**src/rtl/fir_seq_mac.sv**
```systemverilog
// fir_seq_mac: time-multiplexed FIR filter built around a single MAC.
// One input sample is accepted in IDLE, NUM_TAPS multiply-accumulate
// cycles run in MAC, and the rounded, saturated result is held in OUT
// until the downstream consumer takes it. The delay line is a circular
// register buffer and the coefficients live in a writable register file.
module fir_seq_mac #(
  parameter int NUM_TAPS = 11,
  parameter int DATA_W   = 16,
  parameter int COEF_W   = 16,
  parameter int ACC_W    = 40,
  parameter int OUT_W    = 16,
  parameter int SHIFT    = 15
) (
  input  logic                          clk,
  input  logic                          rst,
  input  logic                          coef_we,
  input  logic [$clog2(NUM_TAPS)-1:0]   coef_addr,
  input  logic signed [COEF_W-1:0]      coef_data,
  input  logic                          in_valid,
  output logic                          in_ready,
  input  logic signed [DATA_W-1:0]      in_data,
  output logic                          out_valid,
  input  logic                          out_ready,
  output logic signed [OUT_W-1:0]       out_data,
  output logic                          sat,
  output logic                          busy
);

  localparam int AW = $clog2(NUM_TAPS);
  localparam int PW = DATA_W + COEF_W;

  localparam logic [1:0] S_IDLE = 2'd0;
  localparam logic [1:0] S_MAC  = 2'd1;
  localparam logic [1:0] S_OUT  = 2'd2;

  localparam logic [AW-1:0] LAST_TAP = AW'(NUM_TAPS - 1);
  localparam logic [AW:0]   TAPS_EXT = (AW + 1)'(NUM_TAPS);

  // Half an output LSB; the shift-then-halve form yields zero when SHIFT is 0.
  localparam logic signed [ACC_W:0] RND = ((ACC_W + 1)'(1) << SHIFT) >> 1;

  // Output clip limits expressed at the one-bit-extended accumulator width.
  localparam logic signed [ACC_W:0] OUT_MAX =
    {{(ACC_W + 2 - OUT_W){1'b0}}, {(OUT_W - 1){1'b1}}};
  localparam logic signed [ACC_W:0] OUT_MIN =
    {{(ACC_W + 2 - OUT_W){1'b1}}, {(OUT_W - 1){1'b0}}};

  logic [1:0]               state;
  logic [AW-1:0]            wr_ptr;
  logic [AW-1:0]            k;
  logic signed [ACC_W-1:0]  acc;
  logic                     ready_q;

  logic signed [DATA_W-1:0] delay_line [NUM_TAPS];
  logic signed [COEF_W-1:0] coef       [NUM_TAPS];

  logic                     in_fire;
  logic                     coef_fire;
  logic                     mac_last;
  logic                     idle_next;

  logic [AW:0]              idx_wide;
  logic [AW-1:0]            rd_idx;
  logic signed [DATA_W-1:0] delay_rd;
  logic signed [COEF_W-1:0] coef_rd;
  logic signed [PW-1:0]     prod;
  logic signed [ACC_W-1:0]  acc_sum;
  logic signed [ACC_W:0]    sum_ext;
  logic signed [ACC_W:0]    rounded;
  logic signed [ACC_W:0]    shifted;
  logic signed [ACC_W:0]    clipped;
  logic                     clip_hit;

  assign in_fire   = (state == S_IDLE) && in_valid && ready_q;
  assign coef_fire = coef_we && (state == S_IDLE) && ({1'b0, coef_addr} < TAPS_EXT);
  assign mac_last  = (state == S_MAC) && (k == LAST_TAP);
  assign idle_next = ((state == S_IDLE) && !in_fire) ||
                     ((state == S_OUT) && out_ready);

  assign in_ready  = ready_q;
  assign out_valid = (state == S_OUT);
  assign busy      = (state == S_MAC) || (state == S_OUT);

  // Tap k reads the sample written k acceptances ago: (wr_ptr - k) mod NUM_TAPS.
  always_comb begin
    idx_wide = {1'b0, wr_ptr} + TAPS_EXT - {1'b0, k};
    if (idx_wide >= TAPS_EXT) begin
      idx_wide = idx_wide - TAPS_EXT;
    end
    rd_idx = idx_wide[AW-1:0];
  end

  assign delay_rd = delay_line[rd_idx];
  assign coef_rd  = coef[k];

  // MAC datapath plus the round, arithmetic shift and clip of the final sum.
  always_comb begin
    prod     = PW'(delay_rd) * PW'(coef_rd);
    acc_sum  = acc + {{(ACC_W - PW){prod[PW-1]}}, prod};
    sum_ext  = {acc_sum[ACC_W-1], acc_sum};
    rounded  = sum_ext + RND;
    shifted  = rounded >>> SHIFT;
    clipped  = shifted;
    clip_hit = 1'b0;
    if (shifted > OUT_MAX) begin
      clipped  = OUT_MAX;
      clip_hit = 1'b1;
    end else if (shifted < OUT_MIN) begin
      clipped  = OUT_MIN;
      clip_hit = 1'b1;
    end
  end

  // Control FSM: tap counter, write pointer and accumulator sequencing.
  always_ff @(posedge clk or posedge rst) begin
    if (rst) begin
      state  <= S_IDLE;
      k      <= '0;
      wr_ptr <= '0;
      acc    <= '0;
    end else begin
      case (state)
        S_IDLE: begin
          if (in_fire) begin
            state <= S_MAC;
            k     <= '0;
            acc   <= '0;
          end
        end
        S_MAC: begin
          acc <= acc_sum;
          if (k == LAST_TAP) begin
            state  <= S_OUT;
            k      <= '0;
            wr_ptr <= (wr_ptr == LAST_TAP) ? '0 : wr_ptr + AW'(1);
          end else begin
            k <= k + AW'(1);
          end
        end
        S_OUT: begin
          if (out_ready) begin
            state <= S_IDLE;
          end
        end
        default: begin
          state <= S_IDLE;
        end
      endcase
    end
  end

  // in_ready is registered so it rises on the first edge after reset release.
  always_ff @(posedge clk or posedge rst) begin
    if (rst) begin
      ready_q <= 1'b0;
    end else begin
      ready_q <= idle_next;
    end
  end

  // Circular delay line: each accepted sample overwrites the oldest slot.
  always_ff @(posedge clk or posedge rst) begin
    if (rst) begin
      for (int i = 0; i < NUM_TAPS; i++) begin
        delay_line[i] <= '0;
      end
    end else if (in_fire) begin
      delay_line[wr_ptr] <= in_data;
    end
  end

  // Coefficient register file, writable only while idle and in range.
  always_ff @(posedge clk or posedge rst) begin
    if (rst) begin
      for (int i = 0; i < NUM_TAPS; i++) begin
        coef[i] <= '0;
      end
    end else if (coef_fire) begin
      coef[coef_addr] <= coef_data;
    end
  end

  // Capture the scaled result and saturation flag on the last MAC cycle.
  always_ff @(posedge clk or posedge rst) begin
    if (rst) begin
      out_data <= '0;
      sat      <= 1'b0;
    end else if (mac_last) begin
      out_data <= clipped[OUT_W-1:0];
      sat      <= clip_hit;
    end
  end

endmodule

```
**config.mk**
```make
export PLATFORM = sky130hd
export DESIGN_NAME = fir_seq_mac
export DESIGN_NICKNAME = d
export VERILOG_FILES = /design/src/rtl/fir_seq_mac.sv
export SDC_FILE = /design/constraint.sdc
export NUM_CORES = 2
export LEC_CHECK = 0
export CORE_MARGIN = 3
export CORE_UTILIZATION = 55
export DETAILED_ROUTE_END_ITERATION = 10
export DONT_BUFFER_PORTS = 1
export GPL_TIMING_DRIVEN = 0
export PLACE_DENSITY = 0.7
export SYNTH_ARGS = -nofsm -noshare
export SYNTH_HDL_FRONTEND = slang
export SYNTH_SLANG_ARGS = --single-unit
```
**constraint.sdc**
```tcl
create_clock -name clk -period 13.9 [get_ports clk]
set_input_delay 2.78 -clock clk [delete_from_list [all_inputs] [get_ports clk]]
set_output_delay 2.78 -clock clk [all_outputs]
set_load 0.02 [all_outputs]
```
==> run_results.csv <==
group,metric,value,unit
run_status,status,"complete, no violations",
timing,period_share,96.3,%
timing,drv_slew,0,
yosys,postSynth.asyncResetShare,100,%
placement,globalplace.congestion,0.913,
cts,numCtsBuffers,46,
cts,clockRootBuffer,"clkbuf_16",
route,vias,22700,
worst_hold_path,holdCritPathClass,"reg2reg",
floorplan,io_pins,61,
cts,clock-sinks,420,
yosys,yosys.area.top_type,"dfrtp_1",
route,drt_first_pass_iters,5,
worst_setup_path,reg2reg_to,"out_data[4]$_DFFE_PP0P_",
route,dr.first_iter.drc_count,1496,
worst_hold_path,hp-start,"acc[7]$_DFFE_PP0P_",
floorplan,design.die.area,0.0609,mm²
yosys,yosys_warnings,0,
yosys,synthesis.instances,2982,
yosys,ys_ff_latch,420,
cells_and_area,drive_gt1_share,23.3,%
timing,fin_skew,36.8,ps
cells_and_area,area_delta_synth_final,12.6,%
worst_hold_path,min_path_cells,2,
grt,antenna_found_initial,1,
floorplan,die_w,247,µm
cts,cts_tree,"built",
worst_setup_path,cp_slowest_cell,"fa_1",
yosys,synth.distinct_cells,85,
route,drtAntennaViolNets,0,
yosys,synthFlopType,"dfrtp_1",
timing,finalCriticalPeriod,13390,ps
timing,hold_viol_final,0,
worst_setup_path,cp-end-kind,"flop",
floorplan,design.core.area,0.0568,mm²
grt,grt_pass1_wl,129,mm
yosys,netlist.area_leader.share,33.0,%
placement,io_buffers,0,
floorplan,initial_core_util,56.1,%
worst_setup_path,slowest_delay,560,ps
yosys,synth.top_cells.by_area,"dfrtp_1 33%, fa_1 17%, mux2_2 13%, ha_1 5.3%, mux4_2 4.5%",
cts,insertion_delay,590,ps
worst_setup_path,worstPathMaxFanout,10,
yosys,syn_nets,3422,
worst_setup_path,cp_data_arrival_time,13820,ps
worst_setup_path,r2r_slack,510,ps
worst_setup_path,r2r_start,"k[1]$_DFFE_PP0P_",
worst_setup_path,rr_worst_depth,57,
cts,ctsLongestPathBuffers,3,
floorplan,std_cell_rows,87,
cells_and_area,insertedDiodeCount,0,
floorplan,die_y,247,µm
yosys,synth_edf_count,0,
worst_hold_path,hold_path_end,"acc[7]$_DFFE_PP0P_",
grt,first_global_vias,24300,
worst_setup_path,cp_common_cell,"fa_1",
cts,htree_levels,2,
placement,dp_slack,-3340,ps
yosys,syn_area,0.0319,mm²
yosys,ys_seq_area_share,33.0,%
grt,grt_max_degree,47,
worst_setup_path,startpoint_type,"flop",
worst_setup_path,path_class,"reg2reg",
flow_run,drv_cap,0,
cells_and_area,nets,3528,
timing,worst_pin_slew,1470,ps
grt,track_usage,27.1,%
timing,setup_viol,0,
timing,relSlewSlack,2.06,%
route,vias_per_cell,5.86,
timing,max_freq,0.0747,GHz
cts,clk_pin_slew,70,ps
placement,dp_hpwl,61.9,mm
route,drc,0,
route,routedWlPerCell,20.7,µm
timing,worst_slack,513,ps
yosys,syn_avg_cell_area,10.7,µm²
worst_setup_path,crit_required,14330,ps
grt,grt_overflow,0,
route,wl,80.2,mm
## metal layers
| metal | up-vias | wire length [µm] | GRT usage (%) |
|---|---|---|---|
| met4 | 0 | 2740 | 9.51 |
| met1 | 11700 | 32500 | 34.6 |
| met5 | - | 0 | 0 |
| met3 | 166 | 5210 | 5.61 |
| met2 | 624 | 39700 | 46.0 |
| li1 | 10200 | - | - |
## per-stage QoR
step	TNS [ps]	hold WS [ps]	instances	utilization, %	instance area, µm²
floorplan	0	456	2982	-	31900
global placement	-67520	469	3738	57.8	32800
detailed placement	-80010	481	3753	58.3	33100
CTS	0	493	3850	62.1	35300
global route	-426	509	3878	63.1	35900
finish	0	491	3878	63.1	35900
## what timing repair did
action / 4_1_cts / 5_1_grt
resized for setup: 103 / 97
setup buffers: 16 / 32
cloned: 1 / 1
endpoints found under the setup margin: 43 / 18
hold buffers: 0 / 0
endpoints found under the hold margin: 0 / 0
pin swaps: 9 / 21
## synthesized netlist by cell type (all sizes together) (51+ instances only)
| cell type | instances |
|---|---|
| inv | 376 |
| dfrtp | 420 |
| fa | 265 |
| mux4 | 64 |
| clkbuf | 137 |
| a21oi | 122 |
| ha | 134 |
| o21ai | 105 |
| mux2 | 354 |
| xnor2 | 51 |
| nand2 | 226 |
| nor2 | 238 |
## cells in the final DEF (no fill, tap or decap), types with 17 or more instances in the layout
| cell | synthesis | routed |
|---|---|---|
| a211oi_1 | 22 | 20 |
| a21o_1 | 28 | 28 |
| a21oi_1 | 121 | 101 |
| a21oi_2 | 1 | 17 |
| buf_4 | 2 | 50 |
| clkbuf_1 | 137 | 111 |
| clkbuf_16 | 0 | 48 |
| dfrtp_1 | 420 | 418 |
| fa_1 | 265 | 263 |
| ha_1 | 134 | 130 |
| inv_1 | 376 | 372 |
| mux2_2 | 354 | 354 |
| mux2i_1 | 45 | 41 |
| mux4_2 | 64 | 64 |
| nand2_1 | 226 | 226 |
| nand2b_1 | 40 | 39 |
| nand3_1 | 27 | 26 |
| nor2_1 | 238 | 234 |
| nor3_1 | 30 | 28 |
| o211ai_1 | 19 | 19 |
| o21ai_0 | 93 | 84 |
| or2_2 | 19 | 18 |
| xnor2_1 | 51 | 43 |
| xor2_1 | 31 | 28 |
## critical path: cells and delay by family (launching register included)
kind	cells	cell delay [ps]
xor+xnor	2	410
compound gates	17	3080
mux	2	670
fa+ha+maj	11	4640
buf+inv	12	1640
flops	1	440
simple gates	13	2310
## worst max-delay path by stage
stage / end / start / slack [ps] / cells after the start
final: out_data[4]$_DFFE_PP0P_ / k[1]$_DFFE_PP0P_ / 510 / 57
after global routing: sat$_DFFE_PP0P_ / k[1]$_DFFE_PP0P_ / -60 / 55
after CTS: out_data[4]$_DFFE_PP0P_ / k[1]$_DFFE_PP0P_ / 30 / 55
after detailed placement: out_data[0]$_DFFE_PP0P_ / k[1]$_DFFE_PP0P_ / -3340 / 54
after global placement: out_data[0]$_DFFE_PP0P_ / k[1]$_DFFE_PP0P_ / -2990 / 54
after floorplan: out_data[0]$_DFFE_PP0P_ / k[1]$_DFFE_PP0P_ / 50 / 58
## cell type report
type                            count  area [µm²]
Clock buffer                       57        1250
Sequential cell                   420       10500
Clock inverter                     25         374
Multi-Input combinational cell   2028       19900
Buffer                            151         815
Inverter                          376        1420
Timing Repair Buffer               65         634
Fill cell                        4481       20900
Tap cell                          756         946
## kinds of logic after synthesis
kind of cell,count (synthesis),share of synthesized area (%)
and+or+nand+nor,681,9.84
buffers and inverters,534,6.38
muxes,463,18.4
DFF,420,33.0
AOI/OAI and AO/OA,402,8.13
adders and majority gates,399,21.9
xor gates and xnor gates,83,2.34
## state kept, by name, indices dropped and copies added (netlist names)
name / count
wr_ptr: 4
acc: 40
coef: 176
k: 4
state: 2
delay_line: 176
in_ready: 1
out_data: 16
sat: 1
Power is left out: the tool's default activity adds up to more than one toggle a clock period on the data nets, which glitch-free logic cannot reach.
